**config.mk**
```make
export PLATFORM = sky130hd
export DESIGN_NAME = multicycle_control_unit_flat
export DESIGN_NICKNAME = d
export VERILOG_FILES = /design/src/rtl/multicycle_control_unit_if.sv /design/src/rtl/multicycle_control_unit.sv /design/src/flat_wrapper.sv
export SDC_FILE = /design/constraint.sdc
export NUM_CORES = 1
export LEC_CHECK = 0
export CAP_MARGIN = 20
export CORE_MARGIN = 8
export CORE_UTILIZATION = 42
export DETAILED_ROUTE_END_ITERATION = 8
export PLACE_DENSITY = 0.79
export SLEW_MARGIN = 30
export SYNTH_ARGS = -nofsm -noshare
export SYNTH_HDL_FRONTEND = slang
export SYNTH_SLANG_ARGS = --single-unit
```
**constraint.sdc**
```tcl
create_clock -name clk -period 1.53 [get_ports clk]
set_input_delay 0.306 -clock clk [delete_from_list [all_inputs] [get_ports clk]]
set_output_delay 0.306 -clock clk [all_outputs]
set_load 0.03 [all_outputs]
```
**src/rtl/multicycle_control_unit_if.sv**
```systemverilog
// Signal bundle between the LITE-16 multicycle control unit and the datapath/memory side.
// The control unit is the master; it issues strobes and memory requests.
interface multicycle_control_unit_if #(
  parameter int OP_W = 4
);
  logic            run;
  logic [OP_W-1:0] codeop;
  logic            mem_ready;
  logic            zero;
  logic            ri, cmp, mem, ld, st, jmp, fn;
  logic            ir_load, pc_inc, pc_load, mem_req, mem_we, reg_we;
  logic            halted, fault, illegal;
  logic [2:0]      state;

  modport master (
    input  run, codeop, mem_ready, zero,
    output ri, cmp, mem, ld, st, jmp, fn,
    output ir_load, pc_inc, pc_load, mem_req, mem_we, reg_we,
    output halted, fault, illegal, state
  );

  modport slave (
    output run, codeop, mem_ready, zero,
    input  ri, cmp, mem, ld, st, jmp, fn,
    input  ir_load, pc_inc, pc_load, mem_req, mem_we, reg_we,
    input  halted, fault, illegal, state
  );
endinterface

```
**src/rtl/multicycle_control_unit.sv**
```systemverilog
// LITE-16 multicycle control unit: FETCH/DECODE/EXEC/MEM/WB sequencing with a memory
// ready handshake, a memory-wait timeout, and registered decode flags.
module multicycle_control_unit #(
  parameter int OP_W        = 4,
  parameter int TO_W        = 4,
  parameter int MEM_TIMEOUT = 15
) (
  input  logic                     clk,
  input  logic                     rst_n,
  multicycle_control_unit_if.master bus
);

  typedef enum logic [2:0] {
    S_IDLE   = 3'd0,
    S_FETCH  = 3'd1,
    S_DECODE = 3'd2,
    S_EXEC   = 3'd3,
    S_MEM    = 3'd4,
    S_WB     = 3'd5,
    S_HALT   = 3'd6,
    S_FAULT  = 3'd7
  } state_t;

  // jz is internal only: it separates JZ from JMP, which share the jmp flag.
  typedef struct packed {
    logic ri, cmp, mem, ld, st, jmp, fn, jz;
  } dec_t;

  state_t          state_q;
  state_t          end_state;
  dec_t            dec_q;
  logic            fault_q, illegal_q;
  logic [TO_W-1:0] to_cnt, to_cnt_inc;
  logic [OP_W-1:0] op;
  logic            op_upper;
  logic            ir_load, pc_inc, pc_load, mem_req, mem_we, reg_we;

  assign op         = bus.codeop;
  assign op_upper   = |(op >> 4);
  assign to_cnt_inc = to_cnt + 1'b1;
  assign end_state  = bus.run ? S_FETCH : S_IDLE;

  function automatic dec_t decode(input logic [3:0] code);
    dec_t d;
    d = '0;
    case (code)
      4'h1, 4'h2, 4'h3, 4'h4, 4'h5, 4'h6, 4'h7: d.fn = 1'b1;
      4'h8: begin d.fn  = 1'b1; d.ri  = 1'b1; end
      4'h9: d.cmp = 1'b1;
      4'hA: begin d.cmp = 1'b1; d.ri  = 1'b1; end
      4'hB: begin d.mem = 1'b1; d.ld  = 1'b1; end
      4'hC: begin d.mem = 1'b1; d.st  = 1'b1; end
      4'hD: d.jmp = 1'b1;
      4'hE: begin d.jmp = 1'b1; d.jz  = 1'b1; end
      default: ;
    endcase
    return d;
  endfunction

  always_ff @(posedge clk or negedge rst_n) begin
    if (!rst_n) begin
      state_q   <= S_IDLE;
      dec_q     <= '0;
      fault_q   <= 1'b0;
      illegal_q <= 1'b0;
      to_cnt    <= '0;
    end else begin
      // NOTE: sequential state uses <= so every register samples pre-edge values.
      to_cnt <= '0;
      case (state_q)
        S_IDLE: if (bus.run) state_q <= S_FETCH;
        S_FETCH, S_MEM: begin
          if (bus.mem_ready) begin
            if (state_q == S_FETCH) state_q <= S_DECODE;
            else if (dec_q.ld)      state_q <= S_WB;
            else                    state_q <= end_state;
          end else if (to_cnt_inc == TO_W'(MEM_TIMEOUT)) begin
            state_q <= S_FAULT;
            fault_q <= 1'b1;
          end else begin
            to_cnt <= to_cnt_inc;
          end
        end
        S_DECODE: begin
          if (op_upper) begin
            dec_q     <= '0;
            illegal_q <= 1'b1;
            state_q   <= S_HALT;
          end else begin
            dec_q   <= decode(op[3:0]);
            state_q <= (op[3:0] == 4'hF) ? S_HALT : S_EXEC;
          end
        end
        S_EXEC: begin
          if (dec_q.fn)       state_q <= S_WB;
          else if (dec_q.mem) state_q <= S_MEM;
          else                state_q <= end_state;
        end
        S_WB:    state_q <= end_state;
        default: ;  // HALT and FAULT are left only through rst_n
      endcase
    end
  end

  always_comb begin
    // NOTE: every strobe gets a default before the case so no path can infer a latch.
    ir_load = 1'b0;
    pc_inc  = 1'b0;
    pc_load = 1'b0;
    mem_req = 1'b0;
    mem_we  = 1'b0;
    reg_we  = 1'b0;
    case (state_q)
      S_FETCH: begin
        mem_req = 1'b1;
        ir_load = bus.mem_ready;
      end
      S_EXEC: begin
        if (dec_q.jmp) begin
          pc_load = ~dec_q.jz | bus.zero;
          pc_inc  = dec_q.jz & ~bus.zero;
        end else begin
          pc_inc  = ~dec_q.fn & ~dec_q.mem;
        end
      end
      S_MEM: begin
        mem_req = 1'b1;
        mem_we  = dec_q.st;
        pc_inc  = bus.mem_ready & dec_q.st;
      end
      S_WB: begin
        reg_we = 1'b1;
        pc_inc = 1'b1;
      end
      default: ;
    endcase
  end

  assign bus.ir_load = ir_load;
  assign bus.pc_inc  = pc_inc;
  assign bus.pc_load = pc_load;
  assign bus.mem_req = mem_req;
  assign bus.mem_we  = mem_we;
  assign bus.reg_we  = reg_we;
  assign bus.ri      = dec_q.ri;
  assign bus.cmp     = dec_q.cmp;
  assign bus.mem     = dec_q.mem;
  assign bus.ld      = dec_q.ld;
  assign bus.st      = dec_q.st;
  assign bus.jmp     = dec_q.jmp;
  assign bus.fn      = dec_q.fn;
  assign bus.halted  = (state_q == S_HALT) || (state_q == S_FAULT);
  assign bus.fault   = fault_q;
  assign bus.illegal = illegal_q;
  assign bus.state   = state_q;

endmodule
```
**src/flat_wrapper.sv**
```systemverilog
// flat-port wrapper written by rule: the top's interface ports become plain ports
module multicycle_control_unit_flat 
#(
  parameter int OP_W        = 4,
  parameter int TO_W        = 4,
  parameter int MEM_TIMEOUT = 15
)
  (clk, rst_n, bus_run, bus_codeop, bus_mem_ready, bus_zero, bus_ri, bus_cmp, bus_mem, bus_ld, bus_st, bus_jmp, bus_fn, bus_ir_load, bus_pc_inc, bus_pc_load, bus_mem_req, bus_mem_we, bus_reg_we, bus_halted, bus_fault, bus_illegal, bus_state);
  multicycle_control_unit_if #(.OP_W(OP_W)) bus_i ();
  input  logic clk;
  input  logic rst_n;
  input wire logic [$bits(bus_i.run)-1:0] bus_run;
  input wire logic [$bits(bus_i.codeop)-1:0] bus_codeop;
  input wire logic [$bits(bus_i.mem_ready)-1:0] bus_mem_ready;
  input wire logic [$bits(bus_i.zero)-1:0] bus_zero;
  output wire logic [$bits(bus_i.ri)-1:0] bus_ri;
  output wire logic [$bits(bus_i.cmp)-1:0] bus_cmp;
  output wire logic [$bits(bus_i.mem)-1:0] bus_mem;
  output wire logic [$bits(bus_i.ld)-1:0] bus_ld;
  output wire logic [$bits(bus_i.st)-1:0] bus_st;
  output wire logic [$bits(bus_i.jmp)-1:0] bus_jmp;
  output wire logic [$bits(bus_i.fn)-1:0] bus_fn;
  output wire logic [$bits(bus_i.ir_load)-1:0] bus_ir_load;
  output wire logic [$bits(bus_i.pc_inc)-1:0] bus_pc_inc;
  output wire logic [$bits(bus_i.pc_load)-1:0] bus_pc_load;
  output wire logic [$bits(bus_i.mem_req)-1:0] bus_mem_req;
  output wire logic [$bits(bus_i.mem_we)-1:0] bus_mem_we;
  output wire logic [$bits(bus_i.reg_we)-1:0] bus_reg_we;
  output wire logic [$bits(bus_i.halted)-1:0] bus_halted;
  output wire logic [$bits(bus_i.fault)-1:0] bus_fault;
  output wire logic [$bits(bus_i.illegal)-1:0] bus_illegal;
  output wire logic [$bits(bus_i.state)-1:0] bus_state;
  assign bus_i.run = bus_run;
  assign bus_i.codeop = bus_codeop;
  assign bus_i.mem_ready = bus_mem_ready;
  assign bus_i.zero = bus_zero;
  assign bus_ri = bus_i.ri;
  assign bus_cmp = bus_i.cmp;
  assign bus_mem = bus_i.mem;
  assign bus_ld = bus_i.ld;
  assign bus_st = bus_i.st;
  assign bus_jmp = bus_i.jmp;
  assign bus_fn = bus_i.fn;
  assign bus_ir_load = bus_i.ir_load;
  assign bus_pc_inc = bus_i.pc_inc;
  assign bus_pc_load = bus_i.pc_load;
  assign bus_mem_req = bus_i.mem_req;
  assign bus_mem_we = bus_i.mem_we;
  assign bus_reg_we = bus_i.reg_we;
  assign bus_halted = bus_i.halted;
  assign bus_fault = bus_i.fault;
  assign bus_illegal = bus_i.illegal;
  assign bus_state = bus_i.state;
  multicycle_control_unit #(.OP_W(OP_W), .TO_W(TO_W), .MEM_TIMEOUT(MEM_TIMEOUT)) u_core (.clk(clk), .rst_n(rst_n), .bus(bus_i));
endmodule
```
==> metrics.md, run 1 <==
| Metric | Value |
|---|---|
| Outcome | finished, violations left |
| Failing checks | setup timing |
| Post-synth EDFFs | 0 |
| Layout area overhead | 77.7% |
| Worst Path Required | 1.22 ns |
| Synthesized area | a little over 0.001 mm^2 |
| Yosys reg bits | 16 |
| Gr busiest metal | met2 |
| Worst min path class | primary input to async pin |
| CTS Buf Count | 3 |
| Post-Syn Nets | 134 |
| Mean Syn Cell Area | roughly 8.4 um^2 |
| CP Capture Point | bus_mem_req |
| Vias post-DR | roughly 1200 |
| Number of distinct library cells after synthesis | 37 |
| Async set or reset register ratio after synthesis | 100% |
| # hold bufs at CTS | 0 |
| Later-pin clock latency in the skew report | between 0.3 and 0.4 ns |
| Core Footprint | ~0.0024 mm^2 |
| Worst setup SP type | flop |
| Final instance area | 0.00183 mm^2 |
| Ys flop type | dfrtp_1 |
| Synth Instances | 123 |
| Synth area leader | dfrtp_1 |
| # DRC | 0 |
| Clock Sinks | 16 |
| Fin crit share | 114% |
| Dpl cells | 191 |
| Yosys top cell area share | approximately two fifths |
| Worst r2r dst | u_core.bus.state[1] |
| CTS H-Tree Depth | 1 |
| Top cells by area, synth | dfrtp_1, nand2_1, buf_2 |
| CTS tree | done |
| Worst IR Drop VDD | roughly 1.4 mV |
| GR Util met3 | 3.74% |
| Final Setup Violations | 8 |
| Die H | roughly 65 um |
| Met1 Use GR | 18.3% |
| Worst setup path class | flop to output pin |
| Most common cell after layout, fill and taps aside | buf_4 |
| Final Max Slew Viols | 0 |
| Nets | between 150 and 200 |
| Yosys warning count | 0 |
| Mux contribution to synthesized area | 0% |
| Worst Setup SP | u_core.bus.state[0] |
| Iteration-0 DRC Markers | 46 |
| Total GRT Usage | 16.3% |
| PD cells | about 1900 mW/mm^2 |
| Compound-cell area share of the yosys netlist | about a quarter |
| Hold Fails Final Rpt | 0 |
| Setup WS post-layout | -0.219 ns |
| Gr ovfl total | 0 |
| Endpoint type of the worst setup path | output pin |
| Post-Layout Cell Count | around 210 |
| Die Area | about 0.0043 mm^2 |
| Main combinational cell family by area after synthesis | compound AO/OA/AOI/OAI gates |
| Reg2Reg Depth | 5 |
| Crit-path cells | buf_6, xnor2_1, nor2_2, buf_6 |
| Die Wd | about 65 um |
| Hpwl dp | between 2000 and 2500 um |
| Routed Antenna Nets | 0 |
| Reg2Reg Setup Slack | -0.03 ns |
| Adder-Cell Fraction of Synth Area | around 2.4% |
| CTS max path bufs | 2 |
| Wire length per cell | about 17 um |
| Synth Area in XOR/XNOR | between 3 and 4% |
| Drt pass-1 iters | 4 |
| RR Startpoint | u_core.to_cnt[1] |
| Unrepaired setup endpoints after global routing | yes |
| Initial antenna violation count | 0 |
| First-pass GRT wire length | 5690 um |
| Crit-path max cell delay | around 0.5 ns |
| Reg clk slew, reported paths | about 0.11 ns |
| Critical-path maximum fanout | 7 |
| Synth Area in Simple Gates | between 20% and 30% |
| Root Buffer | clkbuf_4 |
| Drt total wl | around 3700 um |
| Min Tclk post-route | about 1.7 ns |
| DR vias/cell | ~5.6 |
| Number of global-route vias before repair | approximately 1200 |
| CP dominant cell by count | buf_6 |
| Critical path's slowest cell | dfrtp_2 |
| Max Clk Rate | between 500 and 600 MHz |
| # Max-Cap Violations | 0 |
| Layout cells sized above 1 | around 47% |
| Worst Path Arrival | 1.44 ns |
| Post-synthesis sequential area ratio | about 39% |
| Leak Pwr | a little over 0.8 nW |
| Area after DPL | about 0.0015 mm^2 |
| Initial core utilization | around 43% |
| Core Rows | 18 |
| Diode count | 0 |
| I/O pin count | 28 |
| Gpl congestion | a little over 0.8 |
| Met2 Use GR | roughly 29% |
| Largest net degree at the start of global routing | 17 |
| Most frequent cells in the layout | buf_4, nand2_1, dfrtp_1, buf_6, dlygate4sd2_1 |
| Max Clock Skew | ~0.0084 ns |
| DP Worst Slack | -0.313 ns |
| Buffers on Ports | 26 |
## Yosys cell counts, types with 2 or more instances
cell	n
a2111oi_0	2
a21oi_1	5
a31o_1	2
a31oi_1	2
and2_1	2
buf_2	7
dfrtp_1	16
ha_1	2
inv_1	7
nand2_1	15
nand2b_1	3
nand3_1	4
nor2_1	9
nor2b_1	3
nor3_1	7
nor3b_1	2
o21ai_0	7
o21ai_1	3
o311ai_0	2
o31ai_1	3
o41ai_1	2
xor2_1	3
## critical path: cells and delay by family, from the launching register on
| kind | cells | cell delay [ns] |
|---|---|---|
| xor+xnor | 1 | 0.14 |
| buf+inv | 2 | 0.31 |
| flops | 1 | 0.49 |
| simple gates | 1 | 0.20 |
## flip-flops by register name (all words and copies together) (netlist names)
name / flops
u_core.bus.cmp: 1
u_core.bus.fault: 1
u_core.bus.fn: 1
u_core.bus.jmp: 1
u_core.bus.ld: 1
u_core.bus.mem: 1
u_core.bus.ri: 1
u_core.bus.st: 1
u_core.bus.state: 3
u_core.dec_q: 1
u_core.to_cnt: 4
## layer usage
metal  vias up  part of all wire (%)  wire [um]
li1        563                     -          -
met5         -                     0          0
met2        42                    53       1930
met1       581                    40       1450
met4         0                   1.4         53
met3         8                   6.0        218
## cell type report
cell class              instances  area [um^2]
well taps                      30         37.5
inverters                       7         26.3
clock buffers                   4         26.3
flip-flops and latches         16          405
fillers                       155          562
repair buffers                 66          574
multi-input cells              91          756
## cell families after synthesis
family                     count (synthesis)
DFF                                       16
buffers and inverters                     16
AOI/OAI and AO/OA                         35
xor gates and xnor gates                   4
adders and majority gates                  2
other                                      1
and+or+nand+nor                           49
## where the power goes
group	leakage (nW)	internal [mW]	switching, mW
clock	0.0150	0.102	0.158
sequential	0.208	0.570	0.209
combinational	0.597	1.16	1.32
total	0.820	1.83	1.69
## repair_timing
item | 4_1_cts | 5_1_grt
gates cloned | 0 | 0
gates resized for setup | 25 | 25
setup buffers | 13 | 6
setup endpoints to repair | 18 | 19
pin swaps | 5 | 8
hold endpoints to repair | 0 | 0
## worst min path at each step
| stage | endpoint | slack, ns | depth (start not counted) |
|---|---|---|---|
| finish | u_core.bus.state[1] | 0.30 | 2 |
| global route | u_core.bus.fault | 0.34 | 2 |
| CTS | u_core.bus.state[1] | 0.32 | 2 |
| detailed placement | u_core.bus.fault | 0.46 | 1 |
| global placement | u_core.bus.fault | 0.45 | 1 |
| floorplan | u_core.bus.cmp | 0.01 | 0 |
## stage by stage
step / TNS (ns) / power (mW) / hold WS [ns] / util (%)
floorplan: -0.0781 / 2.00 / 0.0104 / -
global placement: -1.11 / 2.52 / 0.453 / 63.1
detailed placement: -1.27 / 2.57 / 0.458 / 63.1
CTS: -0.750 / 3.18 / 0.320 / 71.0
global route: -1.34 / 3.71 / 0.345 / 76.5
finish: -0.838 / 3.52 / 0.300 / 76.5
(Power assumes the default switching activity.)
==> run 2: changes to the inputs <==
--- a/config.mk
+++ b/config.mk
@@ -6,10 +6,13 @@
 export NUM_CORES = 1
 export LEC_CHECK = 0
 export CAP_MARGIN = 20
+export CELL_PAD_IN_SITES_DETAIL_PLACEMENT = 1
+export CELL_PAD_IN_SITES_GLOBAL_PLACEMENT = 2
 export CORE_MARGIN = 8
-export CORE_UTILIZATION = 42
+export CORE_UTILIZATION = 24
+export CTS_CLUSTER_SIZE = 10
 export DETAILED_ROUTE_END_ITERATION = 8
-export PLACE_DENSITY = 0.79
+export PLACE_DENSITY = 0.78
 export SLEW_MARGIN = 30
 export SYNTH_ARGS = -nofsm -noshare
 export SYNTH_HDL_FRONTEND = slang
==> metrics.md, run 2 (synthesis results as in run 1) <==
| Metric | Value |
|---|---|
| Max Clk Rate | 607 MHz (+6.1%) |
| Outcome | finished, violations left |
| Worst min path class | primary input to async pin |
| Reg2Reg Setup Slack | -0.02 ns (about the same) |
| Final Util | 48.9% (-28 points) |
| Wire length per cell | 17.2 um (+0.49%) |
| Core Rows | 23 (+5) |
| Reg2Reg Depth | 5 (unchanged) |
| Worst Path Required | 1.22 ns (about the same) |
| Min Tclk post-route | 1.65 ns (-0.100 ns) |
| Cell count along the critical path | 4 (unchanged) |
| Final Power | 3.91 mW (+11%) |
| First-pass GRT wire length | 6070 um (+6.6%) |
| Buf/Inv on CP | 1 (-1) |
| Final Setup Violations | 8 (unchanged) |
| Post-Layout Cell Count | 231 (+7.9%) |
| Crit-path cells | nor3_4, a31oi_2, o32ai_4, buf_6 |
| Later-pin clock latency in the skew report | 0.25 ns (-0.06 ns) |
| Drt total wl | 3970 um (+8.5%) |
| Most flop-heavy register | u_core.to_cnt |
| Number of global-route vias before repair | 1276 (+3.0%) |
| CP Capture Point | bus_pc_inc |
| Worst IR Drop VDD | 0.717 mV (-49%) |
| Worst Path Arrival | 1.34 ns (-0.10 ns) |
| Leak Pwr | 0.833 nW (+1.6%) |
| Setup WS post-layout | -0.119 ns (+0.100 ns) |
| Final instance area | 0.00199 mm^2 (+8.8%) |
| Hold Fails Final Rpt | 0 (unchanged) |
| Initial core utilization | 25.3% (-18 points) |
| Final Max Slew Viols | 0 (unchanged) |
| Fin crit share | 108% (-6.6 points) |
| Setup Total Neg Slack | -0.467 ns (+0.371 ns) |
| Iteration-0 DRC Markers | 84 (+83%) |
| Worst setup SP type | flop |
| # Max-Cap Violations | 0 (unchanged) |
| Critical path's slowest cell | dfrtp_2 |
| Drt pass-1 iters | 4 (unchanged) |
| Unrepaired setup endpoints after global routing | yes |
| RR Startpoint | u_core.bus.state[2] |
| Worst Setup SP | u_core.bus.mem |
| Failing checks | setup timing |
| # hold bufs at CTS | 0 (unchanged) |
| Endpoint type of the worst setup path | output pin |
| Hpwl dp | 2690 um (+19%) |
| PD cells | 1970 mW/mm^2 (+2.2%) |
| Routed Antenna Nets | 0 (unchanged) |
| CTS H-Tree Depth | 1 (unchanged) |
| Core Footprint | 0.00406 mm^2 (+70%) |
| Gr ovfl total | 0 (unchanged) |
| Worst r2r dst | u_core.bus.st |
| Gpl congestion | 0.787 (-4.3%) |
| Max reg flops | 4 (unchanged) |
| Buffers on Ports | 26 (unchanged) |
| Layout area overhead | 93.3% |
| # DRC | 0 (unchanged) |
| Max Clock Skew | 0.00307 ns (-0.00528 ns) |
| Fillers | 454 (+190%) |
| Die Wd | 81.4 um (+24%) |
| Initial antenna violation count | 0 (unchanged) |
| Root Buffer | clkbuf_8 |
| CTS Buf Count | 3 (unchanged) |
| Most frequent cells in the layout | buf_4, nand2_1, buf_6, dlygate4sd2_1 |
| Clock Sinks | 16 (unchanged) |
| Critical-path maximum fanout | 4 (-3) |
| Layout cells sized above 1 | 53.6% (+6.3 points) |
| Nets | 193 (-1.5%) |
| Area after DPL | 0.00156 mm^2 (+3.5%) |
| Die H | 81.4 um (+24%) |
| I/O pin count | 28 (unchanged) |
| Worst setup path class | flop to output pin |
| Crit-path max cell delay | 0.44 ns (-0.05 ns) |
| CTS max path bufs | 2 (unchanged) |
| Reg clk slew, reported paths | 0.07 ns (-0.04 ns) |
| Diode count | 0 (unchanged) |
| Crit-path leading delay family | flip-flops |
| CTS tree | done |
| DR vias/cell | 4.99 (-11%) |
| Vias post-DR | 1153 (-3.4%) |
| Dpl cells | 213 (+12%) |
| Most common cell after layout, fill and taps aside | buf_4 |
| Largest net degree at the start of global routing | 17 (unchanged) |
| Total GRT Usage | 11.7% (-4.7 points) |
| Die Area | 0.00663 mm^2 (+55%) |
## run 2: cell types whose count changed in the layout (fill, tap and decap cells not counted), sizes merged
cell,previous run,this run
buf,50,46
clkbuf,5,4
nand2,15,16
dlygate4sd2,8,9
## run 2: through the flow
| stage | worst slack, ns | hold WS (ns) |
|---|---|---|
| after detailed placement | -0.281 | 0.471 |
| after floorplan | -0.0695 | 0.0104 |
| after CTS | -0.165 | 0.380 |
| final | -0.119 | 0.383 |
| after global routing | -0.219 | 0.386 |
| after global placement | -0.234 | 0.454 |
## run 2: per-layer routing
layer  part of all wire, %  GRT usage, %  wire (um)
met5                     0             0          0
met4                   2.0          4.29         81
met3                   4.6          2.40        184
met2                    51          20.7       2020
met1                    42          13.5       1680
## run 2: what timing repair did
action                                  4_1_cts  5_1_grt
pin swaps                                     4       13
endpoints found under the setup margin       18       20
gates resized for setup                      30       37
cloned                                        0        1
buffers inserted                              9        4
## run 2: how the worst min path moves through the flow
stage	start	endpoint	slack, ns	depth (start not counted)
finish	rst_n	u_core.bus.state[0]	0.38	2
global route	rst_n	u_core.bus.state[0]	0.39	2
CTS	rst_n	u_core.bus.state[1]	0.38	2
detailed placement	u_core.bus.fault	u_core.bus.fault	0.47	1
global placement	u_core.bus.fault	u_core.bus.fault	0.45	1
floorplan	rst_n	u_core.bus.cmp	0.01	0
## run 2: layout make-up
cell class	instances	area [um^2]	share of cell area, %
Inverter	7	26.3	1.32
Sequential cell	16	410	20.7
Multi-Input combinational cell	92	858	43.2
Tap cell	50	62.6	3.15
Clock buffer	4	55.1	2.77
Timing Repair Buffer	62	573	28.9
## run 2: power breakdown
part | internal (mW) | switching (mW)
sequential | 0.580 | 0.207
clock | 0.229 | 0.153
combinational | 1.29 | 1.45
